## src/rtl/button_press_classifier_pkg.sv

```systemverilog
// Shared definitions for the button press classifier: FSM state encoding and
// default timing parameters.
package button_press_classifier_pkg;

  typedef enum logic [1:0] {
    IDLE     = 2'd0,
    PRESSED  = 2'd1,
    LONGHELD = 2'd2
  } state_e;

  localparam int unsigned LONG_CYCLES_DEF   = 1000;
  localparam int unsigned REPEAT_CYCLES_DEF = 250;
  localparam int unsigned CNT_W_DEF         = 16;

endpackage

```

## src/rtl/button_press_classifier_counter.sv

```systemverilog
// Press duration counter: synchronous clear has priority over increment;
// at_tc_o flags that the current count equals the selected terminal count.
module press_cycle_counter
  import button_press_classifier_pkg::*;
#(
  parameter int unsigned CNT_W = CNT_W_DEF
) (
  input  logic             clk_i,
  input  logic             rst_i,
  input  logic             clr_i,
  input  logic             en_i,
  input  logic [CNT_W-1:0] tc_i,
  output logic             at_tc_o
);

  logic [CNT_W-1:0] cnt_q;
  logic [CNT_W-1:0] cnt_d;

  always_comb begin
    cnt_d = cnt_q;
    if (clr_i) begin
      cnt_d = '0;
    end else if (en_i) begin
      cnt_d = cnt_q + CNT_W'(1);
    end
  end

  always_ff @(posedge clk_i or posedge rst_i) begin
    if (rst_i) begin
      cnt_q <= '0;
    end else begin
      cnt_q <= cnt_d;
    end
  end

  assign at_tc_o = (cnt_q == tc_i);

endmodule

```

## src/rtl/button_press_classifier.sv

```systemverilog
// Classifies a debounced button level into short-press, long-press and
// auto-repeat pulses, plus a held level. All outputs are registered.
module button_press_classifier
  import button_press_classifier_pkg::*;
#(
  parameter int unsigned LONG_CYCLES   = LONG_CYCLES_DEF,
  parameter int unsigned REPEAT_CYCLES = REPEAT_CYCLES_DEF,
  parameter int unsigned CNT_W         = CNT_W_DEF
) (
  input  logic IPTCLK,
  input  logic IPTRST,
  input  logic IPTBTN,
  output logic OUTSHORT,
  output logic OUTLONG,
  output logic OUTREPEAT,
  output logic OUTHELD
);

  localparam longint unsigned CNT_MAX = (64'd1 << CNT_W) - 64'd1;
  localparam logic [CNT_W-1:0] LONG_TC   = CNT_W'(LONG_CYCLES - 1);
  localparam logic [CNT_W-1:0] REPEAT_TC = CNT_W'(REPEAT_CYCLES - 1);

  if (CNT_W < 1 || CNT_W > 32) begin : g_bad_cnt_w
    $error("CNT_W out of range");
  end
  if (LONG_CYCLES < 2 || longint'(LONG_CYCLES) > CNT_MAX) begin : g_bad_long
    $error("LONG_CYCLES out of range");
  end
  if (REPEAT_CYCLES < 1 || longint'(REPEAT_CYCLES) > CNT_MAX) begin : g_bad_repeat
    $error("REPEAT_CYCLES out of range");
  end

  state_e           state_q;
  state_e           state_d;
  logic             short_q;
  logic             long_q;
  logic             repeat_q;
  logic             held_q;
  logic             cnt_clr;
  logic             cnt_en;
  logic             at_tc;
  logic [CNT_W-1:0] tc_sel;

  // The counter always runs against the threshold of the current state, so
  // a single comparator serves both long-press and repeat boundaries.
  always_comb begin
    state_d = state_q;
    cnt_clr = 1'b0;
    cnt_en  = 1'b0;
    tc_sel  = (state_q == LONGHELD) ? REPEAT_TC : LONG_TC;
    unique case (state_q)
      IDLE: begin
        if (IPTBTN) begin
          state_d = PRESSED;
          cnt_en  = 1'b1;
        end
      end
      PRESSED: begin
        if (!IPTBTN) begin
          state_d = IDLE;
          cnt_clr = 1'b1;
        end else if (at_tc) begin
          state_d = LONGHELD;
          cnt_clr = 1'b1;
        end else begin
          cnt_en = 1'b1;
        end
      end
      LONGHELD: begin
        if (!IPTBTN) begin
          state_d = IDLE;
          cnt_clr = 1'b1;
        end else if (at_tc) begin
          cnt_clr = 1'b1;
        end else begin
          cnt_en = 1'b1;
        end
      end
      default: begin
        state_d = IDLE;
        cnt_clr = 1'b1;
      end
    endcase
  end

  press_cycle_counter #(
    .CNT_W(CNT_W)
  ) u_counter (
    .clk_i  (IPTCLK),
    .rst_i  (IPTRST),
    .clr_i  (cnt_clr),
    .en_i   (cnt_en),
    .tc_i   (tc_sel),
    .at_tc_o(at_tc)
  );

  always_ff @(posedge IPTCLK or posedge IPTRST) begin
    if (IPTRST) begin
      state_q  <= IDLE;
      short_q  <= 1'b0;
      long_q   <= 1'b0;
      repeat_q <= 1'b0;
      held_q   <= 1'b0;
    end else begin
      state_q  <= state_d;
      short_q  <= (state_q == PRESSED) && !IPTBTN;
      long_q   <= (state_q == PRESSED) && IPTBTN && at_tc;
      repeat_q <= (state_q == LONGHELD) && IPTBTN && at_tc;
      held_q   <= (state_d != IDLE);
    end
  end

  assign OUTSHORT  = short_q;
  assign OUTLONG   = long_q;
  assign OUTREPEAT = repeat_q;
  assign OUTHELD   = held_q;

endmodule

```

## config.mk

```make
export PLATFORM = sky130hd
export DESIGN_NAME = button_press_classifier
export DESIGN_NICKNAME = d
export VERILOG_FILES = /design/src/rtl/button_press_classifier_pkg.sv /design/src/rtl/button_press_classifier_counter.sv /design/src/rtl/button_press_classifier.sv
export SDC_FILE = /design/constraint.sdc
export NUM_CORES = 1
export LEC_CHECK = 0
export BUFFER_PORTS_ARGS = -buffer_cell sky130_fd_sc_hd__buf_4
export CELL_PAD_IN_SITES_DETAIL_PLACEMENT = 0
export CELL_PAD_IN_SITES_GLOBAL_PLACEMENT = 1
export CORE_MARGIN = 2
export CORE_UTILIZATION = 42
export DETAILED_ROUTE_END_ITERATION = 8
export PLACE_DENSITY = 0.74
export SLEW_MARGIN = 20
export SYNTH_ARGS = -nofsm -noshare
export SYNTH_HDL_FRONTEND = slang
export SYNTH_SLANG_ARGS = --single-unit
```

## constraint.sdc

```tcl
create_clock -name IPTCLK -period 2.3 [get_ports IPTCLK]
set_input_delay 0.345 -clock IPTCLK [delete_from_list [all_inputs] [get_ports IPTCLK]]
set_output_delay 0.345 -clock IPTCLK [all_outputs]
set_load 0.01 [all_outputs]
```

==> results.toml, run 1 <==
[synthesis]
synth.distinct_cells = 33
mappedNetlistNets = 139
syn_inst = 131
syn-mean-instance-area_sq_um = 9.59
register_bit_total_from_synthesis = 22
ys_top_cells_by_area = "dfrtp_1 44%, nor2_1 6.6%, xor2_1 5.6%"
yosys.area.top_type = "dfrtp_1"
synth-seq-area-share_pct = 43.8
synth.cell_area_sq_mm = 0.00126
yosys_warnings = 0
synth_largest_type_area_fraction_pct = 43.8

[drt]
post_drt_wl_per_cell_um = 14.6
routed_wirelength_um = 2530
routed_via_density = 5.73
detail_route.iter0.violations = 59
drt_first_pass_iters = 6
post-route-drc-count = 1
drt.antenna.violating_nets = 0
vias_post_dr = 997

[cells_and_area]
drive_above_1_share_pct = 16.8
n_antenna_cell = 0
final_net_count = 152
mostFrequentLayoutCells = "21 x dfrtp_1, 21 x nor2_1, 11 x buf_4, 8 x nand2_1, 8 x xor2_1"
syn2layout_area_growth_pct = 12.6
filler_cell_count = 274

[setup_path]
crit-reg2reg-launch = "state_q[0]$_DFF_PP0_"
worst_path_max_delay_cell = "dfrtp_2"
critical_path_peak_fanout = 9
worst-endpoint-required_ns = 2.51
reg2reg_depth = 7
reg2reg_setup_slack_ns = 0.17
critPathCapture = "u_counter.cnt_q[2]$_DFFE_PP0P_"
worst-endpoint-arrival_ns = 2.34
regToRegEndpoint = "u_counter.cnt_q[2]$_DFFE_PP0P_"
critical_path_source = "state_q[0]$_DFF_PP0_"
critical_path.max_stage_delay_ns = 0.46
critical_path.cell_chain = "inv_1 > ha_1 > or4b_1 > a2bb2oi_2 > o31ai_4 > mux2i_1 > nor3_1"
worstSetupStartpointType = "flip-flop"
critPathCaptureType = "flip-flop"
timing_worst_setup_path_type = "flip-flop to flip-flop"

[timing]
post-route-min-period_ns = 2.13
slew_viol_final = 0
skew_ns = 0.00606
rsz0062_at_grt = "false"
timing.slew.headroom_pct = 46.9
setup_tns_ns = 0
max_clock_freq_mhz = 469
least_margin_pin_slew_ns = 0.796
ratio_of_final_minimum_period_to_clock_period_pct = 92.7
worst_slack_ns = 0.168
setup_viol_count_final = 0
hold_viol_final = 0

[cts]
max-clock-path-buffers = 2
ctsHtreeMaxLevel = 1
tritoncts_clock_tree = "yes"
clockRootBuffer = "clkbuf_4"
insertion_delay_ns = 0.31
cts_post_setup_buffers_inserted = 0
cts.reportedPaths.clkPinSlew_ns = 0.12
total_clock_buffers_created_by_cts = 3
clock_sink_count = 22

[die]
die-area_sq_mm = 0.00344
initial_utilization_pct = 44.8
io-pin-count = 7
core_area_sq_mm = 0.00281
die_y_um = 58.7
floorplan_row_count = 19
die_w_um = 58.7

[pwr]
p_leak_nw = 0.619
clock_power_share_pct = 19.6
power.share.switching_pct = 36.0
pwr_density_cell_mw_per_mm2 = 767
internal-power_mw = 0.693
power.ir.vdd_worst_v = 0.000479
netSwitchingPower_mw = 0.391
power.combinational.fraction_pct = 37.8
power.sequential.fraction_pct = 42.6

[global_routing]
grt_max_degree = 23
grt_first_pass_wirelength_um = 4490
grt.overflow.total = 0
gr-usage-all-layers_pct = 17.3
grt_antenna_before_repair = 0
first_global_vias = 941

[outcome]
status = "finished, violations left"
violations = "design-rule violations"

[placed_design]
place.gp.congestion = 0.876
port-buffer-count = 6
place.detailed.hpwl_um = 1900
preCtsSetupSlack_ns = 0.0498

[flow_run]
drv.max_cap_violation_count = 0

[worst_hold_path]
hold_path.class = "input pin to async pin"
-- cell usage after synthesis --
cell type / instances
nor2_1: 22
o21ai_0: 4
buf_2: 3
o21bai_1: 1
and4_1: 1
a21oi_1: 6
o31ai_4: 1
inv_1: 6
nand3_1: 7
or4b_1: 1
ha_1: 5
o31ai_1: 3
or2_0: 1
a31oi_4: 1
buf_6: 1
and2_1: 1
dfrtp_1: 22
nand4_1: 3
nand2b_1: 1
xnor2_1: 3
mux2i_1: 3
or4_1: 2
nand2_1: 8
nor4bb_1: 1
o221ai_1: 1
a2bb2oi_2: 1
and3_1: 2
or3_1: 1
nor4_1: 5
xor2_1: 8
nor3_1: 3
a211oi_1: 1
and4_2: 2
-- worst min-delay path by stage --
stage,from,end,depth (start not counted)
after floorplan,IPTRST,OUTHELD$_DFF_PP0_,1
after global placement,u_counter.cnt_q[15]$_DFFE_PP0P_,u_counter.cnt_q[15]$_DFFE_PP0P_,2
after detailed placement,u_counter.cnt_q[15]$_DFFE_PP0P_,u_counter.cnt_q[15]$_DFFE_PP0P_,2
after CTS,IPTRST,OUTSHORT$_DFF_PP0_,2
after global routing,IPTRST,u_counter.cnt_q[9]$_DFFE_PP0P_,2
final,IPTRST,OUTREPEAT$_DFF_PP0_,2
-- per-stage QoR --
step / cell area, sq um / instances / power (mW) / util (%) / hold slack (ns)
2_1_floorplan: 1260 / 131 / 0.745 / - / 0.334
4_1_cts: 1410 / 174 / 1.09 / 50.2 / 0.222
3_3_place_gp: 1370 / 170 / 0.873 / 48.9 / 0.536
5_1_grt: 1410 / 174 / 1.17 / 50.4 / 0.256
6_report: 1410 / 174 / 1.08 / 50.4 / 0.175
3_5_place_dp: 1370 / 170 / 0.879 / 48.9 / 0.534
-- timing repair --
action | CTS | global route
hold buffers | 0 | 0
setup endpoints to repair | 0 | 17
hold endpoints to repair | 0 | 0
gates resized for setup | 0 | 4
-- area by class of cell --
class	count	area [sq um]	share of cell area (%)
well taps	31	38.8	2.74
inverters	6	22.5	1.59
flip-flops and latches	22	552	39.0
clock buffers	4	36.3	2.57
multi-input cells	99	662	46.8
repair buffers	12	103	7.26
-- flip-flops by register name (all words and copies together), names as in the netlist --
signal / count
OUTLONG: 1
OUTSHORT: 1
u_counter.cnt_q: 16
state_q: 2
OUTHELD: 1
OUTREPEAT: 1
-- routing by layer --
layer  routed length, um  track usage, %
met5                   0               0
met3                 149            5.05
met2                1130            25.8
met1                1230            24.9
met4                  21            3.57
-- cells by family after synthesis --
| kind of cell | count (synthesis) | synth area share (%) |
|---|---|---|
| simple gates | 61 | 25.0 |
| flops | 22 | 43.8 |
| compound gates | 19 | 12.3 |
| xor+xnor | 11 | 7.67 |
| buf+inv | 10 | 3.88 |
| fa+ha+maj | 5 | 4.98 |
| mux | 3 | 2.39 |
-- worst max-delay path: cells and delay by family, from the launching register on --
kind,cells,cell delay [ns]
fa+ha+maj,1,0.16
compound gates,2,0.58
simple gates,2,0.51
mux,1,0.24
flops,1,0.46
buf+inv,1,0.09
-- power groups by stage --
stage                     clock network (mW)  logic, mW  registers, mW
after global routing                   0.234      0.467          0.467
after global placement                     0      0.406          0.467
final                                  0.212      0.410          0.462
after detailed placement                   0      0.410          0.469
after CTS                              0.222      0.411          0.461
after floorplan                            0      0.280          0.466
Power figures use the tool's default switching activity.
==> inputs of run 2 (changes only) <==
Settings changed: CORE_ASPECT_RATIO set to 1.1, SLEW_MARGIN 20 to unset.
==> run 2 against run 1 <==
Net effect: the run now ends clean; clock-buffer cell count is 1 lower; die area hardly changed; sequential power is 3% lower; utilization is 0.63 points higher; routed wire length is 0.20% higher; sequential share of layout area is 0.44 points lower; power is 8.8% higher; first-iteration DRC count is 68% lower; clock skew is 0.0058 ns higher; fmax is 1.7% lower; critical path type unchanged; critical endpoint is now u_counter.cnt_q[3]$_DFFE_PP0P_; largest cell class unchanged; largest power group unchanged; highest routed layer unchanged.
==> results.toml, run 2 (same netlist as run 1, synthesis figures left out) <==
[outcome]
status = "finished, final reports clean"

[setup_path]
worstSetupStartpointType = "flip-flop"
critical_path_peak_fanout = 16
worst-endpoint-required_ns = 2.49
timing_worst_setup_path_type = "flip-flop to flip-flop"
critical_path.max_stage_delay_ns = 0.45
critical_path.cell_chain = "inv_1 > ha_1 > or4b_1 > a2bb2oi_2 > or2_1 > a31oi_4 > buf_12 > a21oi_1"
worst_path_max_delay_cell = "or4b_1"
worst-endpoint-arrival_ns = 2.36
critPathCaptureType = "flip-flop"

[timing]
post-route-min-period_ns = 2.17
slew_viol_final = 0
skew_ns = 0.0118
hold_viol_final = 0
timing.slew.headroom_pct = 45.0
ratio_of_final_minimum_period_to_clock_period_pct = 94.3
least_margin_pin_slew_ns = 0.825
max_clock_freq_mhz = 461
rsz0062_at_grt = "false"
worst_slack_ns = 0.130
setup_viol_count_final = 0
setup_tns_ns = 0
final.hold.worst_slack_ns = 0.184

[cts]
cts_hold_buf = 0
clock_sink_count = 22
tritoncts_clock_tree = "yes"
total_clock_buffers_created_by_cts = 3
cts.reportedPaths.clkPinSlew_ns = 0.13
max-clock-path-buffers = 2
insertion_delay_ns = 0.31
ctsHtreeMaxLevel = 1
clockRootBuffer = "clkbuf_4"

[pwr]
power.sequential.fraction_pct = 38.0
power.ir.vdd_worst_v = 0.000523
power.combinational.fraction_pct = 36.9
pwr_density_cell_mw_per_mm2 = 825
internal-power_mw = 0.781
clock_power_share_pct = 25.1
netSwitchingPower_mw = 0.399
power.share.switching_pct = 33.8
p_leak_nw = 0.624

[cells_and_area]
registers.top_by_ff_count = "u_counter.cnt_q"
n_antenna_cell = 0
final_util_pct = 51.0
drive_above_1_share_pct = 16.1
final_net_count = 152
mostFrequentLayoutCells = "21 x dfrtp_1, 21 x nor2_1, 11 x buf_4, 8 x nand2_1, 8 x xor2_1"
largest_register_ffs = 16
biggestRegsByFlops = "u_counter.cnt_q x16, state_q x2"
syn2layout_area_growth_pct = 13.8

[drt]
drt.antenna.violating_nets = 0
routed_wirelength_um = 2540
detail_route.iter0.violations = 19
routed_via_density = 5.65
post_drt_wl_per_cell_um = 14.4
post-route-drc-count = 0
drt_first_pass_iters = 4
vias_post_dr = 994

[die]
floorplan_row_count = 20
io-pin-count = 7
initial_utilization_pct = 44.8
die_y_um = 61.4
core_area_sq_mm = 0.00280
die_w_um = 56.1
die-area_sq_mm = 0.00345

[global_routing]
first_global_vias = 1011
grt_antenna_before_repair = 0
gr-usage-all-layers_pct = 16.8
grt_first_pass_wirelength_um = 4480
grt.overflow.total = 0
grt_max_degree = 23

[placed_design]
place.gp.congestion = 0.809
place.detailed.hpwl_um = 1840
preCtsSetupSlack_ns = 0.114
port-buffer-count = 6

[worst_hold_path]
hold_path.class = "input pin to async pin"

[flow_run]
drv.max_cap_violation_count = 0
run 2: area by class of cell:
class | instances | area (sq um)
repair buffers | 12 | 103
clock buffers | 3 | 22.5
clock inverters | 1 | 30.0
inverters | 6 | 22.5
well taps | 33 | 41.3
fillers | 256 | 1370
flip-flops and latches | 22 | 552
multi-input cells | 99 | 659
run 2: timing repair:
action | CTS | global route
endpoints found under the setup margin | 0 | 16
resized for setup | 0 | 3
setup buffers | 0 | 0
run 2: power by group through the flow:
stage                     combinational, mW  sequential, mW  clock [mW]
after floorplan                       0.280           0.466           0
after global placement                0.429           0.455           0
after detailed placement              0.433           0.455           0
after CTS                             0.434           0.448       0.304
after global routing                  0.482           0.452       0.315
final                                 0.435           0.449       0.296
run 2: metrics by stage:
stage          instance area [sq um]  std cells  power [mW]
2_1_floorplan                   1260        131       0.745
3_3_place_gp                    1370        172       0.884
3_5_place_dp                    1370        172       0.888
4_1_cts                         1430        176        1.19
5_1_grt                         1430        176        1.25
6_report                        1430        176        1.18
run 2: routing by layer:
| metal | vias to the layer above | wire length (um) | GRT usage (%) |
|---|---|---|---|
| met5 | - | 0 | 0 |
| met2 | 12 | 1290 | 31.8 |
| met1 | 489 | 1170 | 20.3 |
| met4 | 0 | 31 | 6.12 |
| met3 | 4 | 43 | 1.89 |
| li1 | 489 | - | - |
run 2: final timing paths:
path / cells after the start / from / to / slack (ns)
min in group IPTCLK: 2 / IPTBTN / OUTSHORT$_DFF_PP0_ / 0.27
max reg2reg: 8 / state_q[0]$_DFF_PP0_ / u_counter.cnt_q[3]$_DFFE_PP0P_ / 0.13
max: 8 / state_q[0]$_DFF_PP0_ / u_counter.cnt_q[3]$_DFFE_PP0P_ / 0.13
min: 2 / IPTRST / u_counter.cnt_q[13]$_DFFE_PP0P_ / 0.18
max in group asynchronous: 2 / IPTRST / state_q[1]$_DFF_PP0_ / 1.56
min reg2reg: 2 / u_counter.cnt_q[15]$_DFFE_PP0P_ / u_counter.cnt_q[15]$_DFFE_PP0P_ / 0.59
run 2: worst max-delay path: cells and delay by family (launching register included):
family	cells	cell delay [ns]
AOI/OAI and AO/OA	3	0.46
and+or+nand+nor	2	0.77
adders and majority gates	1	0.16
DFF	1	0.40
buffers and inverters	2	0.24
==> inputs of run 3 (changes only) <==
Clock period 2.3 ns to 1.89 ns, I/O delays scaled along.
==> run 3 against run 2 <==
Net effect: cell area rose by 19%; critical path depth did not move; clock power rose by 23%; flip-flop and latch count did not move; sequential share of layout area fell by 6.3 points; largest cell class unchanged; the flow now finishes with violations (negative setup slack); die area did not move; power rose by 34%; highest routed layer unchanged; utilization rose by 9.9 points; via count rose by 10%; clock-buffer cell count did not move.
==> results.toml, run 3 (same netlist as run 1, synthesis figures left out) <==
[global_routing]
grt.overflow.total = 0
gr-usage-all-layers_pct = 19.1
first_global_vias = 1160
grt_max_degree = 23
grt_antenna_before_repair = 0
grt_first_pass_wirelength_um = 5180

[die]
initial_utilization_pct = 44.8
io-pin-count = 7
core_area_sq_mm = 0.00280
floorplan_row_count = 20
die_w_um = 56.1
die_y_um = 61.4
die-area_sq_mm = 0.00345

[cells_and_area]
final_net_count = 178
mostFrequentLayoutCells = "33 x buf_4, 22 x dfrtp_1, 20 x nor2_1, 8 x nand2_1, 8 x xor2_1"
biggestRegsByFlops = "u_counter.cnt_q x16, state_q x2"
filler_cell_count = 249
registers.top_by_ff_count = "u_counter.cnt_q"
syn2layout_area_growth_pct = 36.0
drive_above_1_share_pct = 33.7
largest_register_ffs = 16
n_antenna_cell = 0
final_util_pct = 60.9
mostFrequentLayoutCell = "buf_4"

[setup_path]
critical_path.max_stage_delay_ns = 0.47
critical_path.cell_chain = "inv_2 > ha_4 > or4b_4 > a2bb2oi_4 > o31ai_4 > buf_6 > mux2i_1 > nor2_1"
timing_worst_setup_path_type = "flip-flop to flip-flop"
reg2reg_setup_slack_ns = -0.17
critical_path_peak_fanout = 4
critPathCaptureType = "flip-flop"
worst-endpoint-arrival_ns = 2.27
worst-endpoint-required_ns = 2.10
worst_path_max_delay_cell = "or4b_4"
critical_path.top_delay_family = "simple AND/OR/NAND/NOR gates"
worstSetupStartpointType = "flip-flop"
cp.buffers_inverters = 2

[cts]
tritoncts_clock_tree = "yes"
cts.reportedPaths.clkPinSlew_ns = 0.13
clock_sink_count = 22
insertion_delay_ns = 0.31
clockRootBuffer = "clkbuf_4"
max-clock-path-buffers = 2
ctsHtreeMaxLevel = 1
total_clock_buffers_created_by_cts = 3

[outcome]
status = "finished, violations left"
violations = "negative setup slack"

[timing]
skew_ns = 0.00614
rsz0062_at_grt = "true"
setup_viol_count_final = 19
hold_viol_final = 0
ratio_of_final_minimum_period_to_clock_period_pct = 109
slew_viol_final = 0
least_margin_pin_slew_ns = 0.300
worst_slack_ns = -0.166
timing.slew.headroom_pct = 79.8
post-route-min-period_ns = 2.06
max_clock_freq_mhz = 486

[drt]
vias_post_dr = 1096
routed_wirelength_um = 2860
post-route-drc-count = 0
drt.antenna.violating_nets = 0
detail_route.iter0.violations = 35
drt_first_pass_iters = 4
post_drt_wl_per_cell_um = 14.2
routed_via_density = 5.43

[pwr]
pwr_density_cell_mw_per_mm2 = 928
power.ir.vdd_worst_v = 0.000585
power.sequential.fraction_pct = 33.9
netSwitchingPower_mw = 0.537
power.share.switching_pct = 33.9
internal-power_mw = 1.05
power.combinational.fraction_pct = 43.1
p_leak_nw = 0.773
clock_power_share_pct = 23.0

[placed_design]
place.detailed.hpwl_um = 2130
place.gp.congestion = 0.808
preCtsSetupSlack_ns = -0.220
port-buffer-count = 6

[worst_hold_path]
hold_path.class = "input pin to flip-flop"

[flow_run]
drv.max_cap_violation_count = 0
[run 3: changes by cell type in the layout (fill, tap and decap cells not counted), sizes merged]
cell	before	now
buf	12	37
dlygate4sd3	0	1
[run 3: through the flow]
| step | instance area [sq um] | total power, mW | TNS, ns | hold slack, ns | instances |
|---|---|---|---|---|---|
| detailed placement | 1560 | 1.18 | -3.37 | 0.347 | 196 |
| global placement | 1560 | 1.17 | -2.42 | 0.338 | 196 |
| global route | 1710 | 1.69 | -3.52 | 0.200 | 202 |
| finish | 1710 | 1.58 | -2.10 | 0.198 | 202 |
| floorplan | 1260 | 0.908 | -3.85 | 0.273 | 131 |
| CTS | 1680 | 1.58 | -1.97 | 0.192 | 202 |
[run 3: final timing paths]
path	from	end	cells after the start
worst max-delay path	state_q[0]$_DFF_PP0_	u_counter.cnt_q[1]$_DFFE_PP0P_	8
worst min-delay path	IPTBTN	OUTSHORT$_DFF_PP0_	2
worst max register to register	state_q[0]$_DFF_PP0_	u_counter.cnt_q[1]$_DFFE_PP0P_	8
worst min register to register	u_counter.cnt_q[15]$_DFFE_PP0P_	u_counter.cnt_q[15]$_DFFE_PP0P_	2
max in group asynchronous	IPTRST	u_counter.cnt_q[5]$_DFFE_PP0P_	4
min in group asynchronous	IPTRST	u_counter.cnt_q[12]$_DFFE_PP0P_	4
[run 3: layout make-up]
| type | count | area (sq um) | area share (%) |
|---|---|---|---|
| timing repair buffer | 38 | 312 | 18.2 |
| multi-input combinational | 99 | 729 | 42.7 |
| clock buffer | 3 | 22.5 | 1.32 |
| clock inverter | 1 | 30.0 | 1.76 |
| tap | 33 | 41.3 | 2.42 |
| inverter | 6 | 22.5 | 1.32 |
| sequential | 22 | 551 | 32.2 |
[run 3: what timing repair did]
item | 4_1_cts | 5_1_grt
hold buffers | 1 | 0
buffers inserted | 1 | 0
resized for setup | 13 | 5
endpoints found under the setup margin | 20 | 21
pin swaps | 5 | 1
hold endpoints to repair | 13 | 0
[run 3: power by group through the flow]
stage / clock network [mW] / logic [mW] / registers, mW
after floorplan: 0 / 0.341 / 0.567
after global placement: 0 / 0.620 / 0.545
after detailed placement: 0 / 0.639 / 0.545
after CTS: 0.372 / 0.673 / 0.538
after global routing: 0.392 / 0.754 / 0.544
final: 0.365 / 0.682 / 0.537
[run 3: metal layers]
layer	vias up	wire, um	global-route usage (%)
met5	-	0	0
met4	0	21	5.10
met3	2	37	1.89
met2	9	1560	37.3
met1	546	1250	22.9
li1	539	-	-
